===== config.mk =====
export PLATFORM = sky130hd
export DESIGN_NAME = imem_prog_loader
export DESIGN_NICKNAME = d
export VERILOG_FILES = /design/src/rtl/imem_prog_loader.sv
export SDC_FILE = /design/constraint.sdc
export NUM_CORES = 2
export LEC_CHECK = 0
export ABC_CLOCK_PERIOD_IN_PS = 5000
export CAP_MARGIN = 20
export CORE_ASPECT_RATIO = 0.75
export CORE_UTILIZATION = 39
export CTS_BUF_LIST = sky130_fd_sc_hd__clkbuf_8
export DETAILED_ROUTE_END_ITERATION = 10
export GPL_ROUTABILITY_DRIVEN = 1
export GPL_TIMING_DRIVEN = 0
export SLEW_MARGIN = 20
export SYNTH_ARGS = -nofsm -noshare
export SYNTH_HDL_FRONTEND = slang
export SYNTH_SLANG_ARGS = --single-unit

===== constraint.sdc =====
create_clock -name clk -period 5 [get_ports clk]
set_clock_uncertainty 0.2 [all_clocks]
set_input_delay 0.5 -clock clk [delete_from_list [all_inputs] [get_ports clk]]
set_output_delay 0.5 -clock clk [all_outputs]
set_load 0.05 [all_outputs]

===== src/rtl/imem_prog_loader.sv =====
// Instruction memory with a streaming program loader and a registered fetch port.
// Optional macro IMEM_PARITY_EN adds a per-word even-parity bit checked on fetch.
module imem_prog_loader #(
  parameter int unsigned       DATA_W    = 32,
  parameter int unsigned       DEPTH     = 128,
  parameter int unsigned       ADDR_W    = 7,
  parameter logic [DATA_W-1:0] HALT_WORD = 32'h9000_0000
) (
  input  logic              clk,
  input  logic              reset,
  input  logic              load_start,
  input  logic              load_done,
  input  logic              wr_valid,
  output logic              wr_ready,
  input  logic [DATA_W-1:0] wr_data,
  input  logic              fetch_req,
  input  logic [31:0]       PC,
  output logic [DATA_W-1:0] instruction,
  output logic              instr_valid,
  output logic              addr_fault,
  output logic [ADDR_W:0]   prog_len,
  output logic [1:0]        state_o,
  output logic              parity_err
);

  localparam int unsigned PTR_W = ADDR_W + 1;
`ifdef IMEM_PARITY_EN
  localparam int unsigned MEM_W = DATA_W + 1;
`else
  localparam int unsigned MEM_W = DATA_W;
`endif

  typedef enum logic [1:0] {
    IDLE = 2'b00,
    LOAD = 2'b01,
    RUN  = 2'b10
  } state_t;

  state_t             state, state_nxt;
  logic [PTR_W-1:0]   wr_ptr, wr_ptr_nxt, prog_len_nxt;
  logic               wr_ready_nxt;
  logic               beat, mem_we;
  logic               fetch_ok, range_fault, par_bad;
  logic [ADDR_W-1:0]  rd_idx;
  logic [MEM_W-1:0]   wr_word, rd_word;
  logic [MEM_W-1:0]   mem [DEPTH];

  assign state_o  = state;
  assign beat     = wr_valid & wr_ready;
  assign rd_idx   = PC[ADDR_W-1:0];
  assign rd_word  = mem[rd_idx];
  assign fetch_ok = fetch_req & (state == RUN);
  assign range_fault = (|PC[31:ADDR_W]) | ({1'b0, rd_idx} >= prog_len);

`ifdef IMEM_PARITY_EN
  // Stored bit makes the whole word even parity, so any odd flip reads back as 1.
  assign wr_word = {^wr_data, wr_data};
  assign par_bad = ^rd_word;
`else
  assign wr_word = wr_data;
  assign par_bad = 1'b0;
`endif

  // Loader FSM next-state; load_start dominates and discards a coincident beat.
  always_comb begin
    state_nxt    = state;
    wr_ptr_nxt   = wr_ptr;
    prog_len_nxt = prog_len;
    mem_we       = 1'b0;
    case (state)
      IDLE: begin
        if (load_start) begin
          state_nxt  = LOAD;
          wr_ptr_nxt = '0;
        end
      end
      LOAD: begin
        if (load_start) begin
          wr_ptr_nxt = '0;
        end else begin
          mem_we = beat;
          if (beat) wr_ptr_nxt = wr_ptr + PTR_W'(1);
          if (load_done || (beat && (wr_ptr == PTR_W'(DEPTH - 1)))) begin
            state_nxt    = RUN;
            prog_len_nxt = beat ? wr_ptr + PTR_W'(1) : wr_ptr;
          end
        end
      end
      RUN: begin
        if (load_start) begin
          state_nxt  = LOAD;
          wr_ptr_nxt = '0;
        end
      end
      default: state_nxt = IDLE;
    endcase
    // wr_ptr never reaches DEPTH while in LOAD, so ready simply tracks the state.
    wr_ready_nxt = (state_nxt == LOAD);
  end

  // State, pointer and registered fetch response.
  always_ff @(posedge clk or negedge reset) begin
    if (!reset) begin
      state       <= IDLE;
      wr_ptr      <= '0;
      prog_len    <= '0;
      wr_ready    <= 1'b0;
      instruction <= HALT_WORD;
      instr_valid <= 1'b0;
      addr_fault  <= 1'b0;
    end else begin
      state    <= state_nxt;
      wr_ptr   <= wr_ptr_nxt;
      prog_len <= prog_len_nxt;
      wr_ready <= wr_ready_nxt;
      if (fetch_ok) begin
        instr_valid <= 1'b1;
        addr_fault  <= range_fault;
        instruction <= (range_fault | par_bad) ? HALT_WORD : rd_word[DATA_W-1:0];
      end else begin
        instr_valid <= 1'b0;
        addr_fault  <= 1'b0;
      end
    end
  end

`ifdef IMEM_PARITY_EN
  logic par_q;
  always_ff @(posedge clk or negedge reset) begin
    if (!reset) par_q <= 1'b0;
    else        par_q <= fetch_ok & ~range_fault & par_bad;
  end
  assign parity_err = par_q;
`else
  assign parity_err = 1'b0;
`endif

  // Program storage, not reset.
  always_ff @(posedge clk) begin
    if (mem_we) mem[wr_ptr[ADDR_W-1:0]] <= wr_word;
  end

endmodule


Yosys cells after proc, flatten, opt, wreduce, memory -nomap -nowiden
Memory sizes are Yosys's and may differ from the RTL's. Index checks and enable logic that the tools add are counted.

Reduce and logical (&&, ||, !) cells: 8. Add/sub/neg operators: 1. Bitwise operators: 4. Order comparisons: 1. Multiplexer cells: 15. Equality and inequality tests: 5.

Operators by type and width (number): $mux W32 (1); $reduce_or A25 Y1 (1); $mux W8 (3); $pmux W8 S2 (1); $add A8 B1 Y8 const B (1); $eq A8 B7 Y1 const B (1); $ge A7 B8 Y1 (1); $mux W1 (6); $mux W2 (3); $eq A2 B1 Y1 const B (2); $pmux W2 S2 (1); $reduce_and A3 Y1 (1); $and A1 B1 Y1 (2); $eq A2 B2 Y1 const B (1); $logic_not A2 Y1 (1); $ne A2 B1 Y1 const B (1); $reduce_and A2 Y1 (1); $reduce_bool A2 Y1 (1); $reduce_or A2 Y1 (1); $logic_and A1 B1 Y1 (1); $logic_or A1 B1 Y1 (1); $not A1 Y1 (1); $or A1 B1 Y1 (1).

Output and inout bits: 46. Bits in registers: 53. Input port bits: 70. Memory bits (writable): 4096. Memories: 1. Logic and storage cells: 42.

Memory list: mem (words 128, width 32, read ports 1, clocked after memory_dff 0, wr ports 1, RTL line 46) `logic [MEM_W-1:0] mem [DEPTH];`.

Longest topological paths before layout
Word-level depth: 7. Gate-level depth with buffers: 15. Mapped depth without buffers: 8.

Least setup slack after synthesis
OpenSTA, ideal clock, no wires.

Kind: register to register. Start: register wr_ready. End: memory mem[125][0] (netlist name) (enable). Data required time: 4.339 ns. Arrival time: 3.439 ns. Slack: 0.900 ns. Period minus slack after synthesis: 4.100 ns. Setup time: 0.461 ns. Cell stages (with the launch flop): 5. Buffers on the path: 1. Cell sequence: dfrtp_1 > and3_1 > buf_1 > nand2_1 > nor3_1.

Cells in the longest elaborated chain, start to end: 5.

Ends and longest elaborated chain: start: declaration (RTL line 14) `output logic wr_ready,`; start signal: assignment (RTL line 115) `wr_ready <= wr_ready_nxt;`; $and A1 B1 Y1 (RTL line 49) `assign beat = wr_valid & wr_ready;`; $mux W1 (RTL line 78) `if (load_start) begin`; $mux W1 (RTL line 70) `case (state)`; $mux W1 (RTL line 140) `if (mem_we) mem[wr_ptr[ADDR_W-1:0]] <= wr_word;`; $mux W1 (not written as such) (RTL line 140); end: declaration (RTL line 46).

No other way between the ends.

Final worst setup path
Start: input port PC[1]. End: register instruction[18].

Cells in the longest elaborated chain, start to end: 3. Elaborated cells on any way between the ends: 4. Those cells by class: order compare: 1; mux: 1; bitwise: 1; memory: 1.

Ends and longest elaborated chain: start: declaration (RTL line 17) `input logic [31:0] PC,`; branches (longest 2 deep; another with $mem_v2 Z128 W32); $mux W32 * (RTL line 119) `instruction <= (range_fault | par_bad) ? HALT_WORD : rd_word[DATA_W-1:0];`; end signal: assignment (RTL line 119); end: declaration (RTL line 18) `output logic [DATA_W-1:0] instruction,`.

Mark *: on every way between the ends. A chain may end at the register's enable or synchronous reset.

==> metrics.txt <==
status complete, but fails checks; violated checks setup timing; sequential fraction of the synthesis area between 70% and 80%; Required @ worst endpoint a little under 6000 ps; Synth warnings 0; CP startpoint kind primary input; clock buffer count from CTS a little over 600; synth cell count leaders edfxtp_1 (4096), mux4_2 (1034), nand2_1 (222), clkbuf_1 (202), mux2i_1 (166); Synth top area share ~78%; synthesized net count roughly 7000; asr flop ratio synth ~1.3%; Die X between 700 and 800 um; Pre-antenna DRT Iters 9; Placeable Area just over 400000 um2; postcts setup bufs 0; Max VDD drop ~270 uV; first-pass GRT wire length slightly above 700 mm; DRC violations left 0; Vias/cell 6.15; dominant cell type by area after synthesis edfxtp_1; Root Driver clkbuf_8; Setup WS post-layout -164 ps; DPL Wire Length 385 mm; io pins 116; final-report hold violation count 0; WL/cell approximately 40 um; # H-tree levels 6; number of synthesized register bits 4149; TritonCTS clock tree yes; Die Y-Extent ~550 um; Layout Cells excl Fill between 10000 and 15000; PD cells 369 nW/um2; row cnt a little over 200; post-synthesis mux area share between 15 and 20%; clk slew on worst S/H paths about 70 ps; worst hold path class primary input to flip-flop; RD Place Congestion around 0.97; Post-synth EDFFs 4096; Final ANT Viol Nets 0; Fmax achieved ~190 MHz; Cell Area, Synth ~160000 um2; final core utilization ~46%; Synth Area in XOR/XNOR 0.0387%; clock sinks a little over 4000; Hold Slack roughly 91 ps; Vias about 86000; Final period util 103%; WL met1 between 200 and 250 mm; max cap viols 0; synthesized area per cell ~23 um2; Synth area leaders edfxtp_1 (78%), mux4_2 (15%), mux2i_1 (1.0%); crit-path max FO 11; Final Max Tran Viols 0; Static Leak approximately 60 nW; adder-cell area share of the yosys netlist less than 1%; total global-route track usage between 20% and 30%; largest family of logic cells by synthesized area multiplexers; crit end category flip-flop; Synth cell types 65; GRT overflow 0; NumNets Final 8093; DIE AREA between 400000 and 500000 um2; dpl ws -1510 ps; Rel. slew slack 13.0%; Met3 Routed Length between 80 and 90 mm; initial antenna violation count between 60 and 70; CTS Buffer Depth 4; Synth Area in Compound Gates ~2.7%; kind of critical path primary input to flip-flop; setup violators final 29; top sig layer met5; initial core utilization approximately two fifths; overall power roughly 69 mW; share of cells above drive strength 1 about 30%; final wirelength around 550 mm; vias in the first global route between 80000 and 90000; latest clock arrival within the worst-skew pair roughly 1200 ps; Tmin final 5160 ps; # placed instances between 10000 and 15000; largest net degree at the start of global routing approximately 110; Worst EP arrival 5980 ps; most frequent cell after synthesis edfxtp_1; commonest register cell after synthesis edfxtp_1; cell count after synthesis 6955; Least-Margin Pin Slew 1300 ps; Synth Area in Simple Gates around 1.7%; routed length on met2 between 200 and 250 mm; area grow syn2layout 17.1%; port bufs approximately 110; DR iter-0 viols around 15000
[path summary, 6_finish.rpt]
| check | slack (ps) | startpoint | cells after the start | to |
|---|---|---|---|---|
| max in group asynchronous | 3310 | reset | 4 | prog_len[2]$_DFFE_PN0P_ |
| worst min-delay path | 90 | wr_valid | 4 | prog_len[1]$_DFFE_PN0P_ |
| worst max-delay path | -160 | PC[1] | 11 | instruction[18]$_DFFE_PN0P_ |
| worst min register to register | 330 | prog_len[1]$_DFFE_PN0P_ | 2 | prog_len[1]$_DFFE_PN0P_ |
| min in group asynchronous | 420 | reset | 3 | instruction[18]$_DFFE_PN0P_ |
| worst max register to register | 50 | state_o[1]$_DFF_PN0_ | 7 | mem[59][21]$_DFFE_PP_ |
[layout by cell type (no fill, tap or decap), drive strengths merged, types with 10 or more instances in the layout]
master,n
a21oi,66
a221o,21
a221oi,63
a22oi,149
a311oi,23
a31o,10
a31oi,28
and2,25
and3,26
and4,13
buf,516
clkbuf,841
clkdlybuf4s50,79
clkinv,185
clkinvlp,25
dfrtp,51
diode,28
dlygate4sd3,37
edfxtp,4096
inv,247
mux2,10
mux2i,166
mux4,1034
nand2,222
nand3,79
nor2,162
o211ai,11
o21ai,51
o221ai,24
o22ai,73
o31ai,10
o32ai,13
or2,11
[state kept, by name (all words and copies together), names as in the netlist]
| register | count |
|---|---|
| addr_fault | 1 |
| instr_valid | 1 |
| instruction | 32 |
| mem | 4096 |
| prog_len | 8 |
| state_o | 2 |
| wr_ptr | 8 |
| wr_ready | 1 |
[timing repair]
item,CTS,global route
hold buffers,37,0
hold endpoints to repair,3286,0
gates resized for setup,11,9
endpoints found under the setup margin,492,10
pin swaps,0,0
[worst max-delay path: stages]
cell and delay [ps]:
clkdlybuf4s50_1 810, buf_2 530, buf_4 340, buf_2 670
buf_1 980, mux4_2 430, mux2i_1 220, o22ai_1 280
a21oi_1 580, o32ai_1 190, a221o_1 370
[per-layer routing]
metal / up-vias / track usage, %
met4: 34 / 11.5
li1: 32086 / -
met2: 6512 / 36.0
met5: - / 0.647
met1: 45839 / 36.8
met3: 1145 / 11.5
[per-stage QoR]
stage	instance area (um2)	TNS (ps)
after floorplan	158000	0
after global placement	166000	-
after detailed placement	174000	-698110
after CTS	185000	0
after global routing	186000	-0.0471
final	186000	-1370
[cell type report]
type / count / area, um2
diodes: 28 / 70.1
plain buffers: 398 / 2130
well taps: 5406 / 6760
flip-flops and latches: 4149 / 124000
clock inverters: 448 / 2220
fillers: 33349 / 219000
clock buffers: 639 / 8790
inverters: 16 / 61.3
repair buffers: 438 / 8140
multi-input cells: 2390 / 33100
[power by group]
part	leakage [nW]	total, mW	switching (mW)	internal, mW
Clock	6.36	25.8	13.6	12.3
Sequential	37.5	38.3	0.0346	38.2
Combinational	14.5	4.43	3.08	1.35
Total	58.4	68.5	16.7	51.9
[logic make-up after synthesis]
logic type / count (synthesis)
DFF: 4149
buffers and inverters: 416
other: 1
AOI/OAI and AO/OA: 580
muxes: 1210
and+or+nand+nor: 584
xor gates and xnor gates: 7
adders and majority gates: 8
No activity file was read; power rests on OpenSTA's default activity.
